$ cat src/rtl/rf_pkg.sv
// rf_pkg: shared sizing constants and types for the scoreboarded register file.
//   NUM_REGS / DATA_W / ADDR_W : storage geometry (register 0 is hardwired zero)
//   reg_addr_t / reg_word_t    : register address and data word types
//   pend_cnt_t / PEND_MAX      : per-register pending-write counter type and ceiling
package rf_pkg;

  localparam int NUM_REGS = 16;
  localparam int DATA_W   = 16;
  localparam int ADDR_W   = $clog2(NUM_REGS);

  typedef logic [ADDR_W-1:0] reg_addr_t;
  typedef logic [DATA_W-1:0] reg_word_t;
  typedef logic [1:0]        pend_cnt_t;

  localparam pend_cnt_t PEND_MAX = 2'd3;

endpackage

$ cat src/rtl/rf_pend_ctr.sv
// rf_pend_ctr: saturating pending-write counter for one register.
//   clk, rst_n : clock and asynchronous active-low reset
//   inc        : a reservation for this register this cycle
//   dec        : a write to this register this cycle
//   cnt        : current number of outstanding writes (0..PEND_MAX)
//   ovf        : combinational pulse, reservation attempted while already at PEND_MAX
module rf_pend_ctr
  import rf_pkg::*;
(
  input  logic      clk,
  input  logic      rst_n,
  input  logic      inc,
  input  logic      dec,
  output pend_cnt_t cnt,
  output logic      ovf
);

  pend_cnt_t cnt_q;
  pend_cnt_t cnt_d;

  always_comb begin
    cnt_d = cnt_q;
    ovf   = 1'b0;
    unique case ({inc, dec})
      2'b10: begin
        if (cnt_q == PEND_MAX) ovf = 1'b1;
        else                   cnt_d = cnt_q + 2'd1;
      end
      2'b01: begin
        // An unreserved write is legal; the counter just floors at zero.
        if (cnt_q != 2'd0) cnt_d = cnt_q - 2'd1;
      end
      2'b11: begin
        // Reserve and retire cancel, but a write landing on an idle register
        // cannot retire the new reservation, so it still leaves one pending.
        if (cnt_q == 2'd0) cnt_d = 2'd1;
      end
      default: ;
    endcase
  end

  always_ff @(posedge clk or negedge rst_n) begin
    if (!rst_n) cnt_q <= '0;
    else        cnt_q <= cnt_d;
  end

  assign cnt = cnt_q;

endmodule

$ cat src/rtl/rf_scoreboard_regfile.sv
// rf_scoreboard_regfile: 16 x 16-bit register file, 2 read / 1 write ports,
// same-cycle write-to-read bypass and per-register pending-write scoreboard.
//   clk, rst_n          : clock and asynchronous active-low reset
//   wr_en/addr/data     : writeback port (also retires one pending write)
//   rd_addr1/2          : read addresses; rd_data1/2 are combinational
//   rsv_en/rsv_addr     : decode reserves a destination register
//   busy1/2             : read address still has an outstanding write
//   sb_err              : sticky flag, a reservation overflowed a counter
module rf_scoreboard_regfile
  import rf_pkg::*;
(
  input  logic      clk,
  input  logic      rst_n,
  input  logic      wr_en,
  input  reg_addr_t wr_addr,
  input  reg_word_t wr_data,
  input  reg_addr_t rd_addr1,
  input  reg_addr_t rd_addr2,
  output reg_word_t rd_data1,
  output reg_word_t rd_data2,
  input  logic      rsv_en,
  input  reg_addr_t rsv_addr,
  output logic      busy1,
  output logic      busy2,
  output logic      sb_err
);

  reg_word_t            regs_q [NUM_REGS];
  pend_cnt_t            cnt    [NUM_REGS];
  logic [NUM_REGS-1:0]  ovf;
  logic                 sb_err_q;
  logic                 sb_err_d;

  genvar gi;
  generate
    for (gi = 0; gi < NUM_REGS; gi++) begin : g_reg
      if (gi == 0) begin : g_zero
        assign regs_q[gi] = '0;
        assign cnt[gi]    = '0;
        assign ovf[gi]    = 1'b0;
      end else begin : g_live
        logic wr_hit;
        logic rsv_hit;
        assign wr_hit  = wr_en  && (wr_addr  == reg_addr_t'(gi));
        assign rsv_hit = rsv_en && (rsv_addr == reg_addr_t'(gi));

        always_ff @(posedge clk or negedge rst_n) begin
          if (!rst_n)      regs_q[gi] <= '0;
          else if (wr_hit) regs_q[gi] <= wr_data;
        end

        rf_pend_ctr u_ctr (
          .clk   (clk),
          .rst_n (rst_n),
          .inc   (rsv_hit),
          .dec   (wr_hit),
          .cnt   (cnt[gi]),
          .ovf   (ovf[gi])
        );
      end
    end
  endgenerate

  // Bypass forwards the in-flight write; register 0 always wins as zero.
  always_comb begin
    rd_data1 = regs_q[rd_addr1];
    rd_data2 = regs_q[rd_addr2];
    if (wr_en && (wr_addr == rd_addr1)) rd_data1 = wr_data;
    if (wr_en && (wr_addr == rd_addr2)) rd_data2 = wr_data;
    if (rd_addr1 == '0) rd_data1 = '0;
    if (rd_addr2 == '0) rd_data2 = '0;
  end

  // A write retiring this cycle discounts one pending entry so the hazard
  // clears in the same cycle the bypass starts supplying the data.
  always_comb begin
    pend_cnt_t h1;
    pend_cnt_t h2;
    h1 = (wr_en && (wr_addr == rd_addr1)) ? 2'd1 : 2'd0;
    h2 = (wr_en && (wr_addr == rd_addr2)) ? 2'd1 : 2'd0;
    busy1 = (rd_addr1 != '0) && (cnt[rd_addr1] > h1);
    busy2 = (rd_addr2 != '0) && (cnt[rd_addr2] > h2);
  end

  assign sb_err_d = sb_err_q | (|ovf);

  always_ff @(posedge clk or negedge rst_n) begin
    if (!rst_n) sb_err_q <= 1'b0;
    else        sb_err_q <= sb_err_d;
  end

  assign sb_err = sb_err_q;

endmodule

$ cat config.mk
export PLATFORM = sky130hd
export DESIGN_NAME = rf_scoreboard_regfile
export DESIGN_NICKNAME = d
export VERILOG_FILES = /design/src/rtl/rf_pkg.sv /design/src/rtl/rf_pend_ctr.sv /design/src/rtl/rf_scoreboard_regfile.sv
export SDC_FILE = /design/constraint.sdc
export NUM_CORES = 1
export LEC_CHECK = 0
export ABC_CLOCK_PERIOD_IN_PS = 3620
export CORE_MARGIN = 4
export CORE_UTILIZATION = 30
export DETAILED_ROUTE_END_ITERATION = 10
export MAX_ROUTING_LAYER = met4
export SYNTH_ARGS = -nofsm -noshare
export SYNTH_HDL_FRONTEND = slang
export SYNTH_SLANG_ARGS = --single-unit
$ cat constraint.sdc
create_clock -name clk -period 3.62 [get_ports clk]
set_clock_uncertainty 0.05 [all_clocks]
set_input_delay 0.543 -clock clk [delete_from_list [all_inputs] [get_ports clk]]
set_output_delay 0.543 -clock clk [all_outputs]
set_load 0.02 [all_outputs]
==> flow_summary_export.csv, run 1 <==
group,metric,value,unit
place,port-buffer-count,70,
worst_setup_path,cp_max_fo,9,
sta,setup_viol,0,
status,status,"finished, final reports clean",
place,hpwlAfterDp,35.3,mm
synthesis,synth_area,16000,um^2
global_route,grt_max_degree,97,
worst_setup_path,cp-start-kind,"input port",
floorplan,core,52800,um^2
drt,dr_total_vias,12200,
drt,wl,51.3,mm
worst_setup_path,path_class,"in2out",
sta,final-max-slew-violation-count,0,
worst_setup_path,arrival,2950,ps
floorplan,rows,84,
layout,final_nets,1522,
clocking,cts.sinks,271,
synthesis,postSynthCellCount,1372,
place,gp_congestion,0.957,
place,post-place-cells,2133,
sta,max_clock_freq,282,MHz
clocking,cts_tree,"built",
synthesis,yosys_register_bits,271,
global_route,antenna_found_initial,3,
worst_setup_path,cpMaxStageDelayCell,"mux4_2",
synthesis,syn_area_per_cell,11.7,um^2
drt,dr.pass1.iters,8,
power,p_per_area,517,nW/um^2
drt,drc,0,
drt,wl_per_cell,23.4,um
clocking,clockBufferDepth,3,
worst_setup_path,cp_slowest_stage_delay,540,ps
layout,syn_to_final_growth,19.8,%
floorplan,pin_count,71,
layout,drive_above_1_share,37.5,%
worst_setup_path,worst-endpoint-required,3030,ps
sta,setup_tns,0,ps
worst_setup_path,endpoint_kind,"output port",
floorplan,die_h,239,um
min_path,hold_path.class,"in2async",
synthesis,synth_nets,1410,
power,ir_worst_vdd,0.367,mV
floorplan,die_x,239,um
global_route,grt_pass1_vias,12400,
floorplan,start_util,30.4,%
sta,fin_crit_sh,97.9,%
synthesis,synth.distinct_cells,59,
drt,postRouteAntennaNets,0,
drt,first_iter_violations,1058,
synthesis,ys_warn_count,0,
synthesis,synth-seq-area-share,42.3,%
layout,stdcell_count,2196,
global_route,gr-total-overflow,0,
global_route,gr-usage-all-layers,18.1,%
sta,worst-slew-pin-transition,981,ps
power,leakage,7.95,nW
clocking,htree_levels,1,
clocking,numCtsBuffers,30,
sta,whs,449,ps
sta,maxSlewHeadroom,34.4,%
drt,routed_via_density,5.55,
clocking,clk_pin_slew,60,ps
run,cap_violations,0,
floorplan,dieArea,57200,um^2
global_route,grt_pass1_wl,78.3,mm
worst_setup_path,crit_top_cell,"mux4_2",
clocking,clockRootBuffer,"clkbuf_16",
clocking,clock_latency,580,ps
sta,hold_viol_final,0,
worst_setup_path,crit_chain,"buf_2 -> buf_12 -> buf_4 -> mux4_2 -> mux4_2 -> nor2_1 -> nor3_1 -> clkdlybuf4s50_1",
sta,min_period,3540,ps
-- path summary, 6_finish.rpt --
| check | slack [ps] | cells past startpoint | end | from |
|---|---|---|---|---|
| max | 80 | 8 | rd_data1[15] | rd_addr1[0] |
| min | 450 | 2 | regs_q[2] | rst_n |
| max reg2reg | 2150 | 5 | sb_err | g_reg[7].g_live.u_ctr.cnt[1] |
| min reg2reg | 450 | 2 | regs_q[231] | regs_q[231] |
| max in group asynchronous | 1960 | 3 | regs_q[183] | rst_n |
| min in group clk | 450 | 2 | regs_q[231] | regs_q[231] |
-- power breakdown --
group | switching [mW] | internal, mW | leakage [nW] | total, mW
logic | 1.15 | 1.45 | 4.10 | 2.60
registers | 0.553 | 3.70 | 3.36 | 4.25
clock network | 1.32 | 1.76 | 0.492 | 3.08
-- flip-flops by register name, indices dropped and copies added, names as in the netlist --
| name | flops |
|---|---|
| regs_q | 240 |
| g.g_live.u_ctr.cnt | 30 |
| sb_err | 1 |
-- cell type report --
| class | count | area [um^2] |
|---|---|---|
| Fill cell | 5126 | 33600 |
| Multi-Input combinational cell | 972 | 8640 |
| Sequential cell | 271 | 6790 |
| Timing Repair Buffer | 194 | 1860 |
| Clock buffer | 43 | 880 |
| Tap cell | 688 | 861 |
| Clock inverter | 10 | 115 |
| Inverter | 15 | 56.3 |
| Antenna cell | 3 | 7.51 |
-- repair_timing --
item / in CTS / in global routing
hold buffers: 1 / 0
endpoints found under the hold margin: 67 / 0
setup buffers: 0 / 6
pin swaps: 2 / 2
gates cloned: 0 / 0
setup endpoints to repair: 20 / 11
gates resized for setup: 32 / 20
-- logic make-up after synthesis --
family,synth area share [%]
and+or+nand+nor,11.4
muxes,31.8
DFF,42.3
AOI/OAI and AO/OA,8.89
buffers and inverters,4.27
xor gates and xnor gates,1.20
adders and majority gates,0.156
-- layout by cell type, fill, tap and decap left out, drive strengths merged, types with 38 or more instances in the layout --
master  count
mux2      242
nor2b      38
nor2       68
nand2     200
a21oi      42
clkbuf     44
buf       134
nor3       40
mux4       98
dfrtp     271
-- routing by layer --
layer | GRT usage (%) | part of all wire [%] | up-vias
li1 | - | - | 5323
met1 | 24.2 | 42 | 6286
met2 | 28.7 | 48 | 470
met3 | 2.27 | 6.5 | 115
met4 | 6.56 | 3.8 | 0
met5 | - | 0 | -
-- cell usage after synthesis (all sizes together) --
| cell | count | area (um^2) |
|---|---|---|
| a2111oi | 16 | 140 |
| a211o | 1 | 8.76 |
| a211oi | 31 | 268 |
| a21oi | 42 | 210 |
| a221oi | 31 | 272 |
| a22o | 6 | 52.6 |
| a41o | 1 | 10.0 |
| a41oi | 1 | 8.76 |
| and2 | 2 | 12.5 |
| and3 | 3 | 18.8 |
| and3b | 3 | 26.3 |
| and4b | 1 | 10.0 |
| buf | 73 | 474 |
| clkbuf | 41 | 154 |
| clkinv | 1 | 3.75 |
| dfrtp | 271 | 6780 |
| ha | 2 | 25.0 |
| inv | 14 | 52.6 |
| mux2 | 242 | 2730 |
| mux2i | 16 | 160 |
| mux4 | 98 | 2210 |
| nand2 | 200 | 751 |
| nand2b | 9 | 56.3 |
| nand3 | 9 | 50.1 |
| nand3b | 5 | 45.0 |
| nand4 | 4 | 25.0 |
| nand4b | 3 | 26.3 |
| nor2 | 68 | 285 |
| nor2b | 38 | 238 |
| nor3 | 40 | 216 |
| nor3b | 2 | 15.0 |
| nor4 | 2 | 27.5 |
| o2111ai | 3 | 26.3 |
| o211ai | 30 | 230 |
| o21ai | 32 | 160 |
| o221a | 1 | 11.3 |
| o22ai | 3 | 18.8 |
| o32ai | 1 | 8.76 |
| or2 | 3 | 18.8 |
| or3b | 1 | 8.76 |
| xnor2 | 5 | 43.8 |
| xor2 | 17 | 149 |
-- critical path: cells and delay by family --
family | cells | cell delay, ps
simple gates | 2 | 180
mux | 2 | 1080
buf+inv | 4 | 1130
-- metrics by stage --
| stage | cell area, um^2 | worst slack (ps) | utilization, % | power (mW) |
|---|---|---|---|---|
| floorplan | 16000 | 482 | - | 5.84 |
| global placement | 18100 | -247 | 34.3 | 6.76 |
| detailed placement | 18100 | -262 | 34.3 | 6.86 |
| CTS | 19100 | 5.31 | 36.2 | 9.96 |
| global route | 19200 | -6.98 | 36.4 | 10.4 |
| finish | 19200 | 76.2 | 36.4 | 9.93 |
(Power assumes the default switching activity.)
==> run 2: changes to the inputs <==
Settings changed: SKIP_CTS_REPAIR_TIMING set to 1.
==> run 2 against run 1 <==
  * Sequential share of layout area fell by 0.058 points
  * Sequential power barely moved
  * Flip-flop and latch count did not move
  * Critical endpoint is now rd_data2[13]
  * Largest power group unchanged
==> flow_summary_export.csv, run 2 (synthesized netlist as in run 1, its figures left out) <==
group,metric,value,unit
drt,wl_per_cell,23.5,um
layout,layout_commonest_cell,"dfrtp_1",
clocking,clockRootBuffer,"clkbuf_16",
place,port-buffer-count,70,
sta,final-max-slew-violation-count,0,
global_route,grt_pass1_wl,78.1,mm
layout,largest_reg_flops,240,
power,seq_power_share,42.8,%
drt,wl,51.4,mm
min_path,hold_path_end,"regs_q[231]",
sta,rsz0062_at_grt,"yes",
drt,dr_total_vias,12300,
power,p_sw,3.02,mW
worst_setup_path,reg2reg_from,"g_reg[7].g_live.u_ctr.cnt[1]",
clocking,cts.sinks,271,
sta,max_clock_freq,283,MHz
clocking,clk_pin_slew,60,ps
drt,drc,0,
status,status,"finished, final reports clean",
layout,drive_above_1_share,36.9,%
sta,setup_tns,0,ps
drt,routed_via_density,5.60,
global_route,grt_max_degree,97,
power,power.share.clock,31.1,%
power,leakage,8.08,nW
sta,min_period,3540,ps
global_route,gr-total-overflow,0,
worst_setup_path,cp_max_fo,25,
worst_setup_path,reg2reg_depth,5,
sta,hold_viol_final,0,
min_path,hold_start,"regs_q[231]",
clocking,numCtsBuffers,30,
sta,layout_setup_ws,84.2,ps
clocking,htree_levels,1,
worst_setup_path,endpoint_kind,"output port",
clocking,cts_tree,"built",
floorplan,die_x,239,um
layout,fin_area,19200,um^2
worst_setup_path,reg2reg_to,"sb_err",
place,gp_congestion,0.957,
place,hpwlAfterDp,35.3,mm
layout,syn_to_final_growth,20.0,%
power,comb_power_share,26.1,%
sta,setup_viol,0,
global_route,antenna_found_initial,3,
layout,top_register,"regs_q",
floorplan,dieArea,57200,um^2
run,cap_violations,0,
sta,worst-slew-pin-transition,972,ps
min_path,hold_depth,2,
floorplan,die_h,239,um
power,ir_worst_vdd,0.358,mV
worst_setup_path,worst-endpoint-required,3030,ps
worst_setup_path,cp-start-kind,"input port",
layout,final_nets,1516,
layout,final_cell_mix,"dfrtp_1, mux2_2, nand2_1, buf_4, mux4_2",
floorplan,core,52800,um^2
place,pre_cts_ws,-262,ps
drt,postRouteAntennaNets,0,
min_path,hold_path.class,"reg2reg",
clocking,clock_latency,580,ps
power,p_per_area,516,nW/um^2
power,p_int,6.91,mW
clocking,clockBufferDepth,3,
worst_setup_path,path_class,"in2out",
drt,first_iter_violations,1090,
sta,fin_crit_sh,97.7,%
sta,maxSlewHeadroom,35.0,%
power,p_sw_share,30.4,%
worst_setup_path,arrival,2940,ps
floorplan,pin_count,71,
place,post-place-cells,2133,
drt,dr.pass1.iters,5,
place,place_area,18100,um^2
floorplan,rows,84,
layout,stdcell_count,2189,
global_route,gr-usage-all-layers,18.1,%
worst_setup_path,r2r_slack,2130,ps
global_route,grt_pass1_vias,12400,
floorplan,start_util,30.4,%
[run 2: cell types whose count changed in the layout (fill, tap and decap cells not counted), sizes merged]
| cell | previous run | this run |
|---|---|---|
| buf | 134 | 127 |
| clkbuf | 44 | 43 |
| diode | 3 | 2 |
| dlygate4sd2 | 14 | 0 |
| dlymetal6s2s | 9 | 25 |
[run 2: area by class of cell]
type,count,area (um^2)
Clock inverter,10,115
Inverter,15,56.3
Clock buffer,43,880
Timing Repair Buffer,188,1880
Multi-Input combinational cell,972,8650
Antenna cell,2,5.00
Tap cell,688,861
Sequential cell,271,6790
Fill cell,5121,33500
[run 2: power by group through the flow]
stage | logic, mW | registers (mW) | clock network [mW]
detailed placement | 2.58 | 4.28 | 0
finish | 2.59 | 4.26 | 3.09
global placement | 2.52 | 4.24 | 0
floorplan | 1.75 | 4.09 | 0
global route | 2.79 | 4.33 | 3.25
CTS | 2.59 | 4.23 | 3.15
[run 2: worst max path at each step]
stage                                        startpoint      endpoint  slack (ps)  cells after the start
after floorplan                             rd_addr2[1]         busy2         480                     10
after global placement                       wr_addr[1]   rd_data2[3]        -250                     10
after detailed placement                    rd_addr1[2]   rd_data1[1]        -260                      8
after CTS                 g_reg[12].g_live.u_ctr.cnt[0]         busy2        -320                      9
after global routing      g_reg[11].g_live.u_ctr.cnt[0]         busy2          -6                      9
final                                       rd_addr2[0]  rd_data2[13]          80                      8
[run 2: metrics by stage]
step	power [mW]	utilization [%]	hold WS, ps
2_1_floorplan	5.84	-	197
3_3_place_gp	6.76	34.3	422
3_5_place_dp	6.86	34.3	435
4_1_cts	9.97	36.2	-123
5_1_grt	10.4	36.4	469
6_report	9.93	36.4	450
[run 2: per-layer routing]
layer	up-vias	part of all wire, %	GRT usage [%]
met1	6339	42	24.2
li1	5306	-	-
met5	-	0	-
met3	122	6.3	2.21
met2	497	48	28.9
met4	0	3.7	6.14
[run 2: critical path, cell delays in order]
cell and delay [ps]:
buf_4 170, buf_4 160, buf_16 210, mux4_2 530, mux2_2 310, a211oi_2 340, nor3_1 100, clkdlybuf4s50_1 560
